**src/rtl/puf_crp_sampler.sv**
```systemverilog
// Challenge/response sequencer around the ROPUF core: latches a challenge, settles, samples SAMPLES times, majority-votes.
// Optional: define PUF_CRP_UNSTABLE_MASK_EN to add the unstable_mask/unstable_cnt outputs.
module puf_crp_sampler #(
  parameter int unsigned CHAL_W        = 120,
  parameter int unsigned RESP_W        = 120,
  parameter int unsigned SETTLE_CYCLES = 16,
  parameter int unsigned SAMPLES       = 5
) (
  input  logic              clk,
  input  logic              reset,
  input  logic [CHAL_W-1:0] chal_in,
  input  logic              chal_valid,
  output logic              chal_ready,
  input  logic [1:0]        user_cfg,
  output logic [CHAL_W-1:0] puf_chal,
  output logic [1:0]        puf_user,
  output logic              puf_enable,
  input  logic [RESP_W-1:0] puf_resp,
  output logic [RESP_W-1:0] resp_out,
  output logic              resp_valid,
  input  logic              resp_ready,
  output logic              busy
`ifdef PUF_CRP_UNSTABLE_MASK_EN
  ,
  output logic [RESP_W-1:0] unstable_mask,
  output logic [7:0]        unstable_cnt
`endif
);

  typedef enum logic [2:0] {
    S_IDLE,
    S_SETTLE,
    S_SAMPLE,
    S_VOTE,
    S_OUT
  } state_t;

  state_t              state, state_d;
  logic [7:0]          settle_cnt;
  logic [3:0]          samp_cnt;
  logic [3:0]          ones [RESP_W];
  logic                accept, sample_en, vote_en, out_done;
  logic [RESP_W-1:0]   vote;

  // Gated with reset so the block never advertises readiness while held in reset.
  assign chal_ready = (state == S_IDLE) && reset;
  assign busy       = (state != S_IDLE);

  always_comb begin
    state_d   = state;
    accept    = 1'b0;
    sample_en = 1'b0;
    vote_en   = 1'b0;
    out_done  = 1'b0;
    case (state)
      S_IDLE: begin
        if (chal_valid) begin
          accept  = 1'b1;
          state_d = S_SETTLE;
        end
      end
      S_SETTLE: begin
        if (settle_cnt == '0) state_d = S_SAMPLE;
      end
      S_SAMPLE: begin
        sample_en = 1'b1;
        if (samp_cnt == 4'(SAMPLES - 1)) state_d = S_VOTE;
      end
      S_VOTE: begin
        vote_en = 1'b1;
        state_d = S_OUT;
      end
      S_OUT: begin
        if (resp_ready) begin
          out_done = 1'b1;
          state_d  = S_IDLE;
        end
      end
      default: state_d = S_IDLE;
    endcase
  end

  always_comb begin
    vote = '0;
    for (int unsigned b = 0; b < RESP_W; b++) begin
      vote[b] = (ones[b] > 4'(SAMPLES / 2));
    end
  end

`ifdef PUF_CRP_UNSTABLE_MASK_EN
  logic [RESP_W-1:0] mask_d;
  logic [15:0]       pop;
  logic [7:0]        pop_sat;

  always_comb begin
    mask_d = '0;
    pop    = '0;
    for (int unsigned b = 0; b < RESP_W; b++) begin
      mask_d[b] = (ones[b] != '0) && (ones[b] < 4'(SAMPLES));
      pop       = pop + 16'(mask_d[b]);
    end
    pop_sat = (pop > 16'd255) ? 8'hFF : pop[7:0];
  end

  always_ff @(posedge clk or negedge reset) begin
    if (!reset) begin
      unstable_mask <= '0;
      unstable_cnt  <= '0;
    end else if (vote_en) begin
      unstable_mask <= mask_d;
      unstable_cnt  <= pop_sat;
    end
  end
`endif

  always_ff @(posedge clk or negedge reset) begin
    if (!reset) state <= S_IDLE;
    else        state <= state_d;
  end

  always_ff @(posedge clk or negedge reset) begin
    if (!reset) begin
      puf_chal   <= '0;
      puf_user   <= '0;
      puf_enable <= 1'b0;
      resp_out   <= '0;
      resp_valid <= 1'b0;
      settle_cnt <= '0;
      samp_cnt   <= '0;
      for (int unsigned b = 0; b < RESP_W; b++) ones[b] <= '0;
    end else begin
      if (accept) begin
        puf_chal   <= chal_in;
        puf_user   <= user_cfg;
        puf_enable <= 1'b1;
        settle_cnt <= 8'(SETTLE_CYCLES - 1);
        samp_cnt   <= '0;
        for (int unsigned b = 0; b < RESP_W; b++) ones[b] <= '0;
      end
      if (state == S_SETTLE && settle_cnt != '0) settle_cnt <= settle_cnt - 8'd1;
      if (sample_en) begin
        samp_cnt <= samp_cnt + 4'd1;
        for (int unsigned b = 0; b < RESP_W; b++) ones[b] <= ones[b] + {3'b000, puf_resp[b]};
      end
      if (vote_en) begin
        resp_out   <= vote;
        resp_valid <= 1'b1;
        puf_enable <= 1'b0;
      end
      if (out_done) resp_valid <= 1'b0;
    end
  end

endmodule

```
**config.mk**
```make
export PLATFORM = sky130hd
export DESIGN_NAME = puf_crp_sampler
export DESIGN_NICKNAME = d
export VERILOG_FILES = /design/src/rtl/puf_crp_sampler.sv
export SDC_FILE = /design/constraint.sdc
export NUM_CORES = 2
export LEC_CHECK = 0
export CAP_MARGIN = 5
export CORE_MARGIN = 3
export CORE_UTILIZATION = 55
export DETAILED_ROUTE_END_ITERATION = 10
export GPL_ROUTABILITY_DRIVEN = 0
export PLACE_DENSITY_LB_ADDON = 0.25
export SLEW_MARGIN = 20
export SYNTH_ARGS = -nofsm -noshare
export SYNTH_HDL_FRONTEND = slang
export SYNTH_SLANG_ARGS = --single-unit
```
**constraint.sdc**
```tcl
create_clock -name clk -period 2.4 [get_ports clk]
set_input_delay 0.48 -clock clk [delete_from_list [all_inputs] [get_ports clk]]
set_output_delay 0.48 -clock clk [all_outputs]
set_load 0.01 [all_outputs]
```
==> flow_summary.html <==
<table>
<tr><th>Metric</th><th>Value</th></tr>
<tr><th colspan="2">Synth</th></tr>
<tr><td>Post-synth EDFFs</td><td>0</td></tr>
<tr><td>Flip-flop and latch count after synthesis</td><td>739</td></tr>
<tr><td>Number of instances in the synthesized netlist</td><td>3,051</td></tr>
<tr><td>Synth async-reset ratio</td><td>1.00</td></tr>
<tr><td>Dominant cell type by area after synthesis</td><td>sky130_fd_sc_hd__dfrtp_1</td></tr>
<tr><td>Most common flop cell mapped by yosys</td><td>sky130_fd_sc_hd__dfrtp_1</td></tr>
<tr><td>Per-instance average area after synthesis</td><td>about 11 um2</td></tr>
<tr><td>Share of synthesized area occupied by flip-flops and latches</td><td>0.564</td></tr>
<tr><td>Number of nets produced by synthesis</td><td>approximately 3,500</td></tr>
<tr><td>Unique masters post-synth</td><td>37</td></tr>
<tr><td>Synth top area share</td><td>0.564</td></tr>
<tr><td>Total standard cell area after synthesis</td><td>32,800 um2</td></tr>
<tr><td>Synth warn</td><td>0</td></tr>
<tr><td>Dominant cells by area after synthesis</td><td>sky130_fd_sc_hd__dfrtp_1 56%, sky130_fd_sc_hd__ha_1 9.3%, sky130_fd_sc_hd__nand2_1 8.5%, sky130_fd_sc_hd__a22o_1 6.4%, sky130_fd_sc_hd__xor2_1 5.9%</td></tr>
<tr><th colspan="2">Drt</th></tr>
<tr><td>Routed length per placed instance</td><td>between 15 and 20 um</td></tr>
<tr><td>Antenna-violating nets left</td><td>0</td></tr>
<tr><td>Drt via density</td><td>5.70</td></tr>
<tr><td>Total Routed Length</td><td>83,900 um</td></tr>
<tr><td>Met3 wire length</td><td>around 5200 um</td></tr>
<tr><td>Number of remaining DRC errors</td><td>0</td></tr>
<tr><td>Top routing layer in use</td><td>met5</td></tr>
<tr><td>DRC marker count from the first detailed-route iteration</td><td>1,683</td></tr>
<tr><td>Wl on met1</td><td>34,400 um</td></tr>
<tr><td>Vias post-DR</td><td>roughly 25,000</td></tr>
<tr><td>Routed met2 length</td><td>41,800 um</td></tr>
<tr><td>1st-pass router iterations</td><td>5</td></tr>
<tr><th colspan="2">Power and ir drop</th></tr>
<tr><td>Cell leakage power</td><td>20.1 nW</td></tr>
<tr><td>Total power divided by cell area</td><td>636 nW/um2</td></tr>
<tr><td>Worst vdd rail ir drop</td><td>0.618 mV</td></tr>
<tr><td>Overall power</td><td>26.4 mW</td></tr>
<tr><th colspan="2">Layout</th></tr>
<tr><td>Synth-to-layout area growth</td><td>26.8%</td></tr>
<tr><td>Layout cells sized above 1</td><td>0.0543</td></tr>
<tr><td>Design area</td><td>41,500 um2</td></tr>
<tr><td>Commonest cells after routing, fill and taps aside</td><td>736 x sky130_fd_sc_hd__nand2_1, 736 x sky130_fd_sc_hd__dfrtp_1, 488 x sky130_fd_sc_hd__clkdlybuf4s50_1</td></tr>
<tr><td>Area used by sequential logic in the layout</td><td>18,500 um2</td></tr>
<tr><td>Post-layout instance count excluding filler cells</td><td>4,349</td></tr>
<tr><td>Number of nets at the end of the flow</td><td>4,003</td></tr>
<tr><td>Filler cell count in the final layout</td><td>4,071</td></tr>
<tr><td>Footprint of the multi-input gates</td><td>13,600 um2</td></tr>
<tr><th colspan="2">Clock network</th></tr>
<tr><td>Later-pin clock latency in the skew report</td><td>0.61 ns</td></tr>
<tr><td>Clock transition time at the flip-flop clock pins of the worst setup and hold paths</td><td>~0.06 ns</td></tr>
<tr><td>Clock Path Buffers</td><td>3</td></tr>
<tr><td>Clock buffers created by TritonCTS</td><td>79</td></tr>
<tr><td># H-tree levels</td><td>3</td></tr>
<tr><td>Clk Tree Root Cell</td><td>sky130_fd_sc_hd__clkbuf_16</td></tr>
<tr><td>Num Clock Sinks</td><td>739</td></tr>
<tr><td>TritonCTS clock tree</td><td>done</td></tr>
<tr><th colspan="2">Worst setup path</th></tr>
<tr><td>Crit path arrival time</td><td>1.79 ns</td></tr>
<tr><td>Worst reg-to-reg path cell count</td><td>8</td></tr>
<tr><td>Worst reg2reg startpoint</td><td>state[0]</td></tr>
<tr><td>Slack of the worst reg-to-reg path</td><td>about 0.16 ns</td></tr>
<tr><td>Type of the worst setup path</td><td>flop to output pin</td></tr>
<tr><td>Sort of element at the end of the critical path</td><td>output pin</td></tr>
<tr><td>Worst EP required</td><td>1.92 ns</td></tr>
<tr><td>Highest fanout seen on the critical path</td><td>2</td></tr>
<tr><td>Worst flop-to-flop path endpoint</td><td>ones[270]</td></tr>
<tr><td>Setup crit start kind</td><td>flop</td></tr>
<tr><th colspan="2">STA</th></tr>
<tr><td>Final setup TNS</td><td>0 ns</td></tr>
<tr><td>Final Cycle Share</td><td>0.947</td></tr>
<tr><td>Shortest clock period the worst path allows after layout</td><td>2.27 ns</td></tr>
<tr><td>Rel. slew slack</td><td>0.348</td></tr>
<tr><td>RSZ-0062 raised after global routing</td><td>false</td></tr>
<tr><td>Number of max-slew violations in the final report</td><td>0</td></tr>
<tr><td>Max Freq</td><td>440 MHz</td></tr>
<tr><td>Setup violations, final</td><td>0</td></tr>
<tr><td>Final hold viol count</td><td>0</td></tr>
<tr><td>Least-Margin Pin Slew</td><td>between 0.9 and 1 ns</td></tr>
<tr><td>Final worst slack</td><td>between 0.1 and 0.15 ns</td></tr>
<tr><td>Max Clock Skew</td><td>0.0179 ns</td></tr>
<tr><th colspan="2">Die</th></tr>
<tr><td>Effective utilization at floorplan</td><td>0.561</td></tr>
<tr><td>Top Ports</td><td>between 400 and 500</td></tr>
<tr><td>Number of cell rows</td><td>88</td></tr>
<tr><td>Die Area</td><td>roughly 63,000 um2</td></tr>
<tr><td>Area of the core</td><td>about 58,000 um2</td></tr>
<tr><td>Horizontal die dimension</td><td>250 um</td></tr>
<tr><td>Vertical die dimension</td><td>250 um</td></tr>
<tr><th colspan="2">GRT</th></tr>
<tr><td>Total congestion overflow after global routing</td><td>0</td></tr>
<tr><td>Global router's overall resource usage</td><td>0.267</td></tr>
<tr><td>Number of antenna violations at the first check in global routing</td><td>9</td></tr>
<tr><td>Number of global-route vias before repair</td><td>around 26,000</td></tr>
<tr><td>Largest net degree at the start of global routing</td><td>164</td></tr>
<tr><td>Global-route wire length before repair</td><td>about 140,000 um</td></tr>
<tr><th colspan="2">Placed design</th></tr>
<tr><td>Setup slack at placement</td><td>0.0247 ns</td></tr>
<tr><td>Count of buffers from port buffering</td><td>491</td></tr>
<tr><td>Count of placed standard cells including taps</td><td>4,193</td></tr>
<tr><td>Placed Area</td><td>38,800 um2</td></tr>
<tr><td>HPWL after DPL</td><td>about 55,000 um</td></tr>
<tr><th colspan="2">Min path</th></tr>
<tr><td>Worst min path class</td><td>input pin to async pin</td></tr>
<tr><th colspan="2">Status</th></tr>
<tr><td>Run status</td><td>complete, no violations</td></tr>
<tr><th colspan="2">Run</th></tr>
<tr><td>Max capacitance violation total</td><td>0</td></tr>
</table>
worst max path at each step:
stage,to,depth (start not counted),slack [ns],from
floorplan,settle_cnt[4],6,0.51,state[1]
global placement,puf_chal[6],5,0.14,chal_valid
detailed placement,ones[178],4,0.02,chal_valid
CTS,chal_ready,3,0.08,state[0]
global route,ones[338],8,0.01,state[0]
finish,chal_ready,3,0.13,state[0]
area by class of cell:
type / count / share of cell area
sequential: 739 / 0.445
multi-input combinational: 2137 / 0.328
timing repair buffer: 548 / 0.138
clock buffer: 115 / 0.0563
tap: 765 / 0.0230
clock inverter: 29 / 0.00892
inverter: 8 / 0.000723
antenna: 8 / 0.000482
through the flow:
stage | hold slack (ns) | util
finish | 0.300 | 0.712
global route | 0.300 | 0.712
CTS | 0.274 | 0.711
detailed placement | 0.327 | 0.664
global placement | 0.328 | 0.664
floorplan | 0.184 | -
sequential cells by signal, summed over array words and instances, names as in the netlist:
name,count
state,3
ones,480
resp_out,120
settle_cnt,8
puf_chal,120
puf_user,2
resp_valid,1
puf_enable,1
samp_cnt,4
power breakdown:
group | total, mW | internal, mW | leakage [nW] | switching [mW]
clock | 12.6 | 7.63 | 1.34 | 5.01
combinational | 1.15 | 0.617 | 8.62 | 0.535
sequential | 12.6 | 12.6 | 10.1 | 0.0751
cells in the mapped netlist, types with 2 or more instances:
cell	count
sky130_fd_sc_hd__a211oi_1	121
sky130_fd_sc_hd__a21oi_1	4
sky130_fd_sc_hd__a22o_1	241
sky130_fd_sc_hd__buf_1	12
sky130_fd_sc_hd__buf_2	28
sky130_fd_sc_hd__buf_6	2
sky130_fd_sc_hd__clkbuf_1	125
sky130_fd_sc_hd__dfrtp_1	739
sky130_fd_sc_hd__ha_1	244
sky130_fd_sc_hd__inv_1	8
sky130_fd_sc_hd__mux2i_1	3
sky130_fd_sc_hd__nand2_1	738
sky130_fd_sc_hd__nand2b_1	2
sky130_fd_sc_hd__nand3_1	122
sky130_fd_sc_hd__nand3b_1	2
sky130_fd_sc_hd__nand4_1	2
sky130_fd_sc_hd__nor2_1	128
sky130_fd_sc_hd__nor2b_1	3
sky130_fd_sc_hd__o21ai_0	287
sky130_fd_sc_hd__or3_1	3
sky130_fd_sc_hd__xor2_1	221
logic make-up (layout without fill, tap and decap cells):
group / Yosys count / in the layout / synth area share
AOI/OAI and AO/OA: 662 / 662 / 0.139
DFF: 739 / 739 / 0.564
xor gates and xnor gates: 222 / 222 / 0.0593
muxes: 3 / 3 / 0.000916
other: 0 / 8 / 0
and+or+nand+nor: 1006 / 1006 / 0.122
adders and majority gates: 244 / 244 / 0.0932
buffers and inverters: 175 / 700 / 0.0216
worst max-delay path, cell delays in order (launching register included):
cell                            delay (ns)
sky130_fd_sc_hd__dfrtp_2              0.41
sky130_fd_sc_hd__or3_4                0.42
sky130_fd_sc_hd__nor2_1               0.09
sky130_fd_sc_hd__dlygate4sd2_1        0.27
what timing repair did:
| action | CTS | global route |
|---|---|---|
| setup buffers | 3 | 0 |
| hold buffers | 1 | 0 |
| pin swaps | 0 | 0 |
| endpoints found under the hold margin | 32 | 0 |
| endpoints found under the setup margin | 2 | 1 |
| gates resized for setup | 6 | 1 |
routing by layer:
| metal | global-route usage | vias up |
|---|---|---|
| li1 | - | 11500 |
| met1 | 0.346 | 12500 |
| met2 | 0.453 | 678 |
| met3 | 0.0539 | 152 |
| met4 | 0.0864 | 4 |
| met5 | 0 | - |
No activity file was read; power rests on OpenSTA's default activity.
